## src/rtl/mem_bus_master_if.sv

```systemverilog
// Command/response handshake and main-memory bus bundle for mem_bus_master.
//
// Handshake: a command transfers on the rising Clk edge where cmd_valid and
// cmd_ready are both high. The initiator holds cmd_valid and the command
// fields stable until that edge. cmd_ready drops while a command is running.
// rsp_valid and done are single-cycle pulses with no back-pressure.
interface mem_bus_master_if #(
  parameter int DATA_W = 256
);
  logic              cmd_valid;
  logic              cmd_ready;
  logic [1:0]        cmd_op;
  logic [7:0]        cmd_addr;
  logic [7:0]        cmd_dst;
  logic [3:0]        cmd_len;
  logic [DATA_W-1:0] cmd_wdata;
  logic              rsp_valid;
  logic [DATA_W-1:0] rsp_data;
  logic              done;
  logic              err;
  logic [15:0]       address;
  logic              nRead;
  logic              nWrite;
  logic [DATA_W-1:0] ExeDataOut;
  logic [DATA_W-1:0] MemDataOut;

  // Block side: takes commands and drives the memory bus.
  modport master (
    input  cmd_valid, cmd_op, cmd_addr, cmd_dst, cmd_len, cmd_wdata, MemDataOut,
    output cmd_ready, rsp_valid, rsp_data, done, err,
    output address, nRead, nWrite, ExeDataOut
  );

  // Execute engine / memory side.
  modport slave (
    output cmd_valid, cmd_op, cmd_addr, cmd_dst, cmd_len, cmd_wdata, MemDataOut,
    input  cmd_ready, rsp_valid, rsp_data, done, err,
    input  address, nRead, nWrite, ExeDataOut
  );
endinterface

```

## src/rtl/mem_bus_master.sv

```systemverilog
// Main-memory bus initiator. Runs single READ / WRITE commands and multi-word
// COPY commands as a sequence of one-cycle RD and WR bus cycles. Memory samples
// on the falling edge, so every bus signal is registered on the rising edge and
// is stable across the mid-cycle sample point.
module mem_bus_master #(
  parameter logic [3:0] UNIT_ID  = 4'h0,
  parameter int         DATA_W   = 256,
  parameter int         MAX_ADDR = 13
) (
  input  logic              Clk,
  input  logic              nReset,
  mem_bus_master_if.master  bus,
  output logic [1:0]        dbg_state
);

  typedef enum logic [1:0] {
    IDLE = 2'd0,
    RD   = 2'd1,
    WR   = 2'd2,
    FIN  = 2'd3
  } state_t;

  localparam logic [8:0] MAX9 = 9'(MAX_ADDR);

  state_t     state;
  logic       copy_mode;
  logic [7:0] src_ptr;
  logic [7:0] dst_ptr;
  logic [3:0] remaining;

  logic [8:0] src_end;
  logic [8:0] dst_end;
  logic       cmd_bad;

  function automatic logic [15:0] bus_addr(input logic [7:0] word);
    return {UNIT_ID, 4'h0, word};
  endfunction

  assign bus.cmd_ready = (state == IDLE);
  assign dbg_state     = state;

  // Last word touched by a COPY; 9 bits so a range past 255 cannot wrap.
  assign src_end = {1'b0, bus.cmd_addr} + {5'b0, bus.cmd_len} - 9'd1;
  assign dst_end = {1'b0, bus.cmd_dst}  + {5'b0, bus.cmd_len} - 9'd1;

  // Command validation, evaluated on the offered fields at the accept edge.
  always_comb begin
    cmd_bad = 1'b0;
    unique case (bus.cmd_op)
      2'b00, 2'b01: cmd_bad = ({1'b0, bus.cmd_addr} > MAX9);
      2'b10:        cmd_bad = (bus.cmd_len == 4'd0) || (src_end > MAX9) || (dst_end > MAX9);
      default:      cmd_bad = 1'b1;
    endcase
  end

  // Command sequencer; all bus and response outputs are registered here.
  always_ff @(posedge Clk or negedge nReset) begin
    if (!nReset) begin
      state          <= IDLE;
      copy_mode      <= 1'b0;
      src_ptr        <= 8'd0;
      dst_ptr        <= 8'd0;
      remaining      <= 4'd0;
      bus.rsp_valid  <= 1'b0;
      bus.rsp_data   <= '0;
      bus.done       <= 1'b0;
      bus.err        <= 1'b0;
      bus.address    <= 16'h0000;
      bus.nRead      <= 1'b1;
      bus.nWrite     <= 1'b1;
      bus.ExeDataOut <= '0;
    end else begin
      // Response strobes are single-cycle unless re-armed below.
      bus.rsp_valid <= 1'b0;
      bus.done      <= 1'b0;
      bus.err       <= 1'b0;
      unique case (state)
        IDLE: begin
          if (bus.cmd_valid) begin
            copy_mode <= 1'b0;
            if (cmd_bad) begin
              // Rejected commands never touch the bus.
              bus.done <= 1'b1;
              bus.err  <= 1'b1;
              state    <= FIN;
            end else begin
              unique case (bus.cmd_op)
                2'b00: begin
                  bus.address <= bus_addr(bus.cmd_addr);
                  bus.nRead   <= 1'b0;
                  state       <= RD;
                end
                2'b01: begin
                  bus.address    <= bus_addr(bus.cmd_addr);
                  bus.ExeDataOut <= bus.cmd_wdata;
                  bus.nWrite     <= 1'b0;
                  state          <= WR;
                end
                default: begin
                  copy_mode   <= 1'b1;
                  src_ptr     <= bus.cmd_addr;
                  dst_ptr     <= bus.cmd_dst;
                  remaining   <= bus.cmd_len;
                  bus.address <= bus_addr(bus.cmd_addr);
                  bus.nRead   <= 1'b0;
                  state       <= RD;
                end
              endcase
            end
          end
        end
        RD: begin
          bus.nRead <= 1'b1;
          if (copy_mode) begin
            // The write-data register doubles as the copy buffer: the word
            // just read goes straight out on the following WR cycle.
            bus.ExeDataOut <= bus.MemDataOut;
            bus.address    <= bus_addr(dst_ptr);
            bus.nWrite     <= 1'b0;
            state          <= WR;
          end else begin
            bus.rsp_data  <= bus.MemDataOut;
            bus.rsp_valid <= 1'b1;
            bus.done      <= 1'b1;
            state         <= FIN;
          end
        end
        WR: begin
          bus.nWrite <= 1'b1;
          if (copy_mode && (remaining != 4'd1)) begin
            remaining   <= remaining - 4'd1;
            src_ptr     <= src_ptr + 8'd1;
            dst_ptr     <= dst_ptr + 8'd1;
            bus.address <= bus_addr(src_ptr + 8'd1);
            bus.nRead   <= 1'b0;
            state       <= RD;
          end else begin
            remaining <= 4'd0;
            bus.done  <= 1'b1;
            state     <= FIN;
          end
        end
        FIN: begin
          // Always pass through IDLE so commands are separated by one cycle.
          state <= IDLE;
        end
        default: state <= IDLE;
      endcase
    end
  end

endmodule

```

## src/flat_wrapper.sv

```systemverilog
// flat-port wrapper written by rule: the top's interface ports become plain ports
module mem_bus_master_flat 
#(
  parameter logic [3:0] UNIT_ID  = 4'h0,
  parameter int         DATA_W   = 256,
  parameter int         MAX_ADDR = 13
)
  (Clk, nReset, dbg_state, bus_cmd_valid, bus_cmd_op, bus_cmd_addr, bus_cmd_dst, bus_cmd_len, bus_cmd_wdata, bus_MemDataOut, bus_cmd_ready, bus_rsp_valid, bus_rsp_data, bus_done, bus_err, bus_address, bus_nRead, bus_nWrite, bus_ExeDataOut);
  mem_bus_master_if #(.DATA_W(DATA_W)) bus_i ();
  input  logic Clk;
  input  logic nReset;
  output logic [1:0] dbg_state;
  input wire logic [$bits(bus_i.cmd_valid)-1:0] bus_cmd_valid;
  input wire logic [$bits(bus_i.cmd_op)-1:0] bus_cmd_op;
  input wire logic [$bits(bus_i.cmd_addr)-1:0] bus_cmd_addr;
  input wire logic [$bits(bus_i.cmd_dst)-1:0] bus_cmd_dst;
  input wire logic [$bits(bus_i.cmd_len)-1:0] bus_cmd_len;
  input wire logic [$bits(bus_i.cmd_wdata)-1:0] bus_cmd_wdata;
  input wire logic [$bits(bus_i.MemDataOut)-1:0] bus_MemDataOut;
  output wire logic [$bits(bus_i.cmd_ready)-1:0] bus_cmd_ready;
  output wire logic [$bits(bus_i.rsp_valid)-1:0] bus_rsp_valid;
  output wire logic [$bits(bus_i.rsp_data)-1:0] bus_rsp_data;
  output wire logic [$bits(bus_i.done)-1:0] bus_done;
  output wire logic [$bits(bus_i.err)-1:0] bus_err;
  output wire logic [$bits(bus_i.address)-1:0] bus_address;
  output wire logic [$bits(bus_i.nRead)-1:0] bus_nRead;
  output wire logic [$bits(bus_i.nWrite)-1:0] bus_nWrite;
  output wire logic [$bits(bus_i.ExeDataOut)-1:0] bus_ExeDataOut;
  assign bus_i.cmd_valid = bus_cmd_valid;
  assign bus_i.cmd_op = bus_cmd_op;
  assign bus_i.cmd_addr = bus_cmd_addr;
  assign bus_i.cmd_dst = bus_cmd_dst;
  assign bus_i.cmd_len = bus_cmd_len;
  assign bus_i.cmd_wdata = bus_cmd_wdata;
  assign bus_i.MemDataOut = bus_MemDataOut;
  assign bus_cmd_ready = bus_i.cmd_ready;
  assign bus_rsp_valid = bus_i.rsp_valid;
  assign bus_rsp_data = bus_i.rsp_data;
  assign bus_done = bus_i.done;
  assign bus_err = bus_i.err;
  assign bus_address = bus_i.address;
  assign bus_nRead = bus_i.nRead;
  assign bus_nWrite = bus_i.nWrite;
  assign bus_ExeDataOut = bus_i.ExeDataOut;
  mem_bus_master #(.UNIT_ID(UNIT_ID), .DATA_W(DATA_W), .MAX_ADDR(MAX_ADDR)) u_core (.Clk(Clk), .nReset(nReset), .bus(bus_i), .dbg_state(dbg_state));
endmodule
```

## config.mk

```make
export PLATFORM = sky130hd
export DESIGN_NAME = mem_bus_master_flat
export DESIGN_NICKNAME = d
export VERILOG_FILES = /design/src/rtl/mem_bus_master_if.sv /design/src/rtl/mem_bus_master.sv /design/src/flat_wrapper.sv
export SDC_FILE = /design/constraint.sdc
export NUM_CORES = 1
export LEC_CHECK = 0
export ABC_AREA = 0
export CORE_AREA = 3 3 420 422
export CTS_CLUSTER_SIZE = 30
export DETAILED_ROUTE_END_ITERATION = 16
export DIE_AREA = 0 0 423 425
export PLACE_DENSITY = 0.37
export SETUP_SLACK_MARGIN = 0.4
export SLEW_MARGIN = 20
export SYNTH_ARGS = -nofsm -noshare
export SYNTH_HDL_FRONTEND = slang
export SYNTH_SLANG_ARGS = --single-unit
```

## constraint.sdc

```tcl
create_clock -name Clk -period 6 [get_ports Clk]
set_input_delay 1.2 -clock Clk [delete_from_list [all_inputs] [get_ports Clk]]
set_output_delay 1.2 -clock Clk [all_outputs]
set_load 0.01 [all_outputs]
```

* After elaboration in Yosys (flattened, before gate mapping) *
Cells that the tools add are included.

storage, ports and cells
  bits in registers = 556
  bits of input ports = 537
  output and inout port bits = 536
  word-level logic and storage cells = 106

operators by class
  add/subtract/negate cells = 7
  magnitude comparators = 3
  equality and inequality tests = 13
  mux-type cells = 51
  bitwise logic cells = 1
  reductions and logical operators = 18

operators by type and width
  kind                 number
  $mux 256             4
  $pmux 256 s2         1
  $mux 16              4
  $mux 8               8
  $pmux 16 s3          1
  $pmux 8 s2           2
  $reduce_and 5->1     5
  $add 8x4->9          2
  $gt 9x4->1 const B   2
  $sub 9x1->9 const B  2
  $mux 1               17
  $add 8x1->8 const B  2
  $mux 4               4
  $pmux 1 s3           3
  $gt 8x4->1 const B   1
  $mux 2               4
  $ne 2x2->1 const B   4
  $pmux 2 s4           1
  $pmux 4 s2           1
  $eq 2x2->1 const B   3
  $ne 2x1->1 const B   3
  $eq 2x1->1 const B   2
  $logic_not 2->1      2
  $logic_not 4->1      1
  other kinds (11)     14

* Depth between registers and ports, before layout *
  depth in word-level cells = 9
  gate-level depth with buffers = 15
  depth with buffers taken out = 13

* Worst setup path after synthesis *
Ideal clock, no wire load.

  path type = input port to flip-flop
  start point = input bus_cmd_len[3]
  end point = register u_core.bus.address[0]
  setup time = 0.125 ns
  arrival time = 4.647 ns
  required time = 5.875 ns
  setup slack = 1.228 ns
  stages = 14
  path buffers = 2
  cell sequence = inv_1 ha_1 inv_1 ha_1 and3_4 a2111oi_2 nor4_1 or4_1 or4_4 and2_1 buf_6 or3_1 buf_6 mux2_2

on the way
  longest elaborated chain between the ends = 8
  elaborated cells on any way between the ends = 12
  classes of those cells = 4 x add/sub; 2 x order compare; 1 x eq/ne; 1 x mux; 4 x reduce/logical

ends and longest elaborated chain
  item                                   line                     RTL
  from (decl)                            flat_wrapper.sv:17       input wire logic [$bits(bus_i.cmd_len)-1:0] bus_cmd_len;
  $add 8x4->9                            mem_bus_master.sv:43     assign src_end = {1'b0, bus.cmd_addr} + {5'b0, bus.cmd_len} - 9'd1;
  $sub 9x1->9                            mem_bus_master.sv:43
  $gt 9x4->1                             mem_bus_master.sv:51     2'b10: cmd_bad = (bus.cmd_len == 4'd0) || (src_end > MAX9) || (dst_end > MAX9);
  $logic_or 1x1->1                       mem_bus_master.sv:51
  $logic_or 1x1->1 (*)                   mem_bus_master.sv:51
  $pmux 1 s2 (*)                         mem_bus_master.sv:49     unique case (bus.cmd_op)
  $ne 2x2->1 (no source line) (*)        n/a
  $reduce_and 5->1 (no source line) (*)  n/a
  to (signal assigned)                   mem_bus_master.sv:89     bus.address <= bus_addr(bus.cmd_addr);
  to (signal assigned)                   mem_bus_master.sv:94     bus.address <= bus_addr(bus.cmd_addr);
  to (signal assigned)                   mem_bus_master.sv:104    bus.address <= bus_addr(bus.cmd_addr);
  to (decl)                              mem_bus_master_if.sv:31  output address, nRead, nWrite, ExeDataOut

Every way passes the cells marked *; elsewhere a longest branch is shown, timed or not.
A chain may end at the register's enable or synchronous reset.

* Final worst setup path *
  start point = input bus_cmd_dst[1]
  end point = register u_core.bus.ExeDataOut[14]

on the way
  longest elaborated chain between the ends = 7

ends and longest elaborated chain
  item                               line                     RTL
  from (decl)                        flat_wrapper.sv:16       input wire logic [$bits(bus_i.cmd_dst)-1:0] bus_cmd_dst;
  $add 8x4->9                        mem_bus_master.sv:44     assign dst_end = {1'b0, bus.cmd_dst} + {5'b0, bus.cmd_len} - 9'd1;
  $sub 9x1->9                        mem_bus_master.sv:44
  $gt 9x4->1                         mem_bus_master.sv:51
  $logic_or 1x1->1                   mem_bus_master.sv:51
  $pmux 1 s2                         mem_bus_master.sv:49
  $ne 2x2->1 (no source line)        n/a
  $reduce_and 5->1 (no source line)  n/a
  to (signal assigned)               mem_bus_master.sv:95     bus.ExeDataOut <= bus.cmd_wdata;
  to (signal assigned)               mem_bus_master.sv:117    bus.ExeDataOut <= bus.MemDataOut;
  to (decl)                          mem_bus_master_if.sv:31

Every way passes these cells.

==> summary.txt <==
Status
  – Status: finished clean

STA
  – Period utilization: 84.2%
  – Pins Over Slew Limit: 0
  – Hold violation total from the final report: 0
  – RSZ-0062 raised after global routing: no
  – Slew margin rel.: roughly a third
  – Final setup violation count: 0
  – Worst-margin pin slew: 1030 ps
  – FMAX: approximately 200 MHz
  – Setup TNS: 0 ps
  – Post-layout min period: 5050 ps
  – Skew final: between 30 and 40 ps

Global route
  – Initial antenna violation count: 48
  – Largest net degree at the start of global routing: between 100 and 150
  – GR Util met1: between 10% and 20%
  – Global route overflow: 0
  – Gr usage total: 15.6%
  – First-pass GRT wire length: just under 200 mm
  – Met3 usage: 5.03%
  – Met2 Usage GRT: 26.3%
  – Busiest grt layer: met2
  – Number of global-route vias before repair: about 23000

Setup path
  – CP Data Arrival Time: 5630 ps
  – Crit Path Category: input port to register
  – Cell Chain, Critical Path: clkdlybuf4s50_1, inv_1, ha_1, inv_1, ha_1, fa_1, a211oi_1, o41ai_1, a311o_1, or4_4, a221oi_4, buf_12, buf_4, nor2_1, a21oi_1
  – Crit path launch type: input port
  – Worst Setup End Kind: register
  – Critical path peak fanout: 47
  – Critical Path Max Stage Delay: around 570 ps
  – CP Buf/Inv Count: 5
  – Critical Path RT: 6580 ps
  – Delay-heaviest family, CP: compound AO/OA/AOI/OAI gates
  – CP max stage cell: or4_4

Logic synthesis
  – Seq/Total Area, Yosys: about 56%
  – Unique cell type count in the Yosys netlist: 54
  – Synthesized flop and latch total: roughly 550
  – Post-Synthesis Cells: around 2600
  – Main synth FF type: dfrtp_1
  – Post-synthesis async set-or-reset flop share: 100%
  – Yosys warns: 0
  – Mapped cell area: between 0.02 and 0.025 mm2
  – Post-synth EDFFs: 0
  – Mapped Avg Cell Area: between 9 and 10 um2

Clock tree
  – Post-cts hold buffer count: 0
  – Setup Fix Bufs, Post-CTS: 0
  – Number of H-tree levels: 3
  – CTS resizes: 0
  – CTS Root Cell: clkbuf_16
  – Worst-path clk slew: ~60 ps
  – Cts bufs inserted: 78
  – Clk sinks: about 550
  – CTS tree: done
  – Clk buf depth: 3
  – Clock Latency Late Sink: ~680 ps

Layout
  – Commonest non-fill, non-tap cell in the layout: clkdlybuf4s50_1
  – Layout cells sized above 1: under 10%
  – Most frequent cells in the layout: 1063 x clkdlybuf4s50_1, 795 x nand2_1, 546 x dfrtp_1, 284 x a21oi_1, 282 x nor2_1
  – Final non-filler cell total: 6023
  – Fin nets: 4189
  – P&R area growth vs syn: 65.9%
  – Filler instances: 19000
  – Design area: 0.0405 mm2

Drt
  – Initial DRC count: ~1300
  – ANT nets after route: 0
  – Via count: between 20000 and 25000
  – Vias/cell: 3.71
  – Final WL: between 100 and 150 mm
  – Wire length per cell: approximately 24 um
  – Drt drc: 0
  – Pre-antenna DRT Iters: 5

Placed design
  – Placed cells: between 5000 and 6000
  – Post-DP HPWL: 114 mm
  – IO buf count: 1064
  – Dpl cell area: roughly 0.038 mm2
  – GP Congestion: around 0.86

Die
  – Initial core utilization: between 10% and 20%
  – Die X: 423 um
  – Die area: roughly 0.18 mm2
  – Rows: roughly 150
  – Core Box Area: approximately 0.17 mm2
  – Ports: around 1100
  – Die H: about 430 um

Power
  – Worst vdd ir: around 0.24 mV
  – PD cells: 576 mW/mm2
  – LEAKAGE: approximately 17 nW

Job
  – Max cap viols: 0

Min path
  – Min-Delay Path Class: register to register
[Yosys cell counts (2+ instances only)]
cell | n | share of area [%]
nor3b_1 | 3 | 0.092
xor2_1 | 8 | 0.29
nand4_1 | 5 | 0.13
buf_2 | 42 | 0.86
dfstp_2 | 2 | 0.22
clkbuf_1 | 92 | 1.4
a2111oi_0 | 2 | 0.072
nand3_1 | 21 | 0.43
buf_6 | 3 | 0.14
o21ai_0 | 18 | 0.37
nand2b_1 | 7 | 0.18
ha_1 | 34 | 1.7
dfrtp_1 | 546 | 56
mux2i_1 | 265 | 11
o21a_1 | 2 | 0.062
mux2_2 | 13 | 0.60
fa_1 | 2 | 0.16
buf_1 | 9 | 0.14
inv_1 | 43 | 0.66
a21o_1 | 6 | 0.18
o22ai_1 | 8 | 0.21
nand2_1 | 795 | 12
nor4_1 | 3 | 0.077
nor2b_1 | 2 | 0.051
nor3_1 | 7 | 0.14
a311oi_1 | 2 | 0.072
nor2_1 | 282 | 4.3
or3_1 | 3 | 0.077
a211oi_1 | 7 | 0.22
a21oi_1 | 285 | 5.8
a22oi_1 | 9 | 0.28
and2_1 | 2 | 0.051
a31oi_1 | 2 | 0.051
xnor2_1 | 4 | 0.14
and3_1 | 8 | 0.21
buf_4 | 19 | 0.58
o211ai_1 | 3 | 0.092
a31o_2 | 3 | 0.11
[stage by stage]
step	hold slack (ps)	power, W	setup slack, ps	utilization [%]
floorplan	480	0.0120	1230	-
global placement	457	0.0189	382	21.8
detailed placement	461	0.0189	299	21.8
CTS	475	0.0239	1080	23.3
global route	489	0.0249	774	23.3
finish	470	0.0233	951	23.3
[metal layers]
metal / routed length [um] / share of wire (%)
met5: 131 / 0.090
met4: 4170 / 2.9
met3: 9820 / 6.7
met2: 71800 / 49
met1: 59600 / 41
[worst reg2reg max path: cells and delay by family (launching register included)]
family / cells / cell delay (ps)
compound gates: 2 / 840
fa+ha+maj: 1 / 150
buf+inv: 4 / 1280
flops: 1 / 470
mux: 1 / 380
simple gates: 1 / 140
[final timing paths]
path | startpoint | to | slack, ps | cells past startpoint
worst max-delay path | bus_cmd_dst[1] | u_core.bus.ExeDataOut[14] | 950 | 15
worst min-delay path | u_core.bus.rsp_data[114] | u_core.bus.rsp_data[114] | 470 | 2
worst max register to register | u_core.dbg_state[0] | u_core.dst_ptr[0] | 2640 | 9
worst min register to register | u_core.bus.rsp_data[114] | u_core.bus.rsp_data[114] | 470 | 2
max in group asynchronous | nReset | u_core.bus.rsp_data[18] | 4150 | 2
min in group asynchronous | nReset | u_core.bus.ExeDataOut[172] | 540 | 1
[cell type report]
| class | instances | area (um2) | area share [%] |
|---|---|---|---|
| tap | 2325 | 2910 | 7.19 |
| clock buffer | 118 | 2320 | 5.74 |
| antenna | 22 | 55.1 | 0.136 |
| sequential | 548 | 13700 | 33.9 |
| timing repair buffer | 1111 | 11300 | 27.9 |
| inverter | 44 | 173 | 0.426 |
| clock inverter | 22 | 213 | 0.525 |
| multi-input combinational | 1833 | 9810 | 24.2 |
[power by group]
part           internal (W)  total [W]  leakage, nW  switching [W]
Sequential          0.00557    0.00676         6.39        0.00119
Clock               0.00273    0.00467         1.24        0.00194
Combinational       0.00541     0.0119         9.58        0.00647
[registers in the layout, summed over array words and instances, names as in the netlist, 2 cells and up]
name,cells
u_core.dbg_state,2
u_core.bus.ExeDataOut,256
u_core.remaining,4
u_core.bus.rsp_data,256
u_core.dst_ptr,8
u_core.src_ptr,8
u_core.bus.address,8
[cell families (layout without fill, tap and decap cells)]
logic type      Yosys count  after routing  synth area share (%)
xor+xnor                 12             12                 0.431
buf+inv                 209           1295                  3.81
other cells               1             30                0.0154
flops                   548            548                  56.2
fa+ha+maj                36             36                  1.91
compound gates          356            356                  7.97
mux                     278            278                  11.5
simple gates           1143           1143                  18.2
Note: power is estimated with default switching activity, not from simulation.
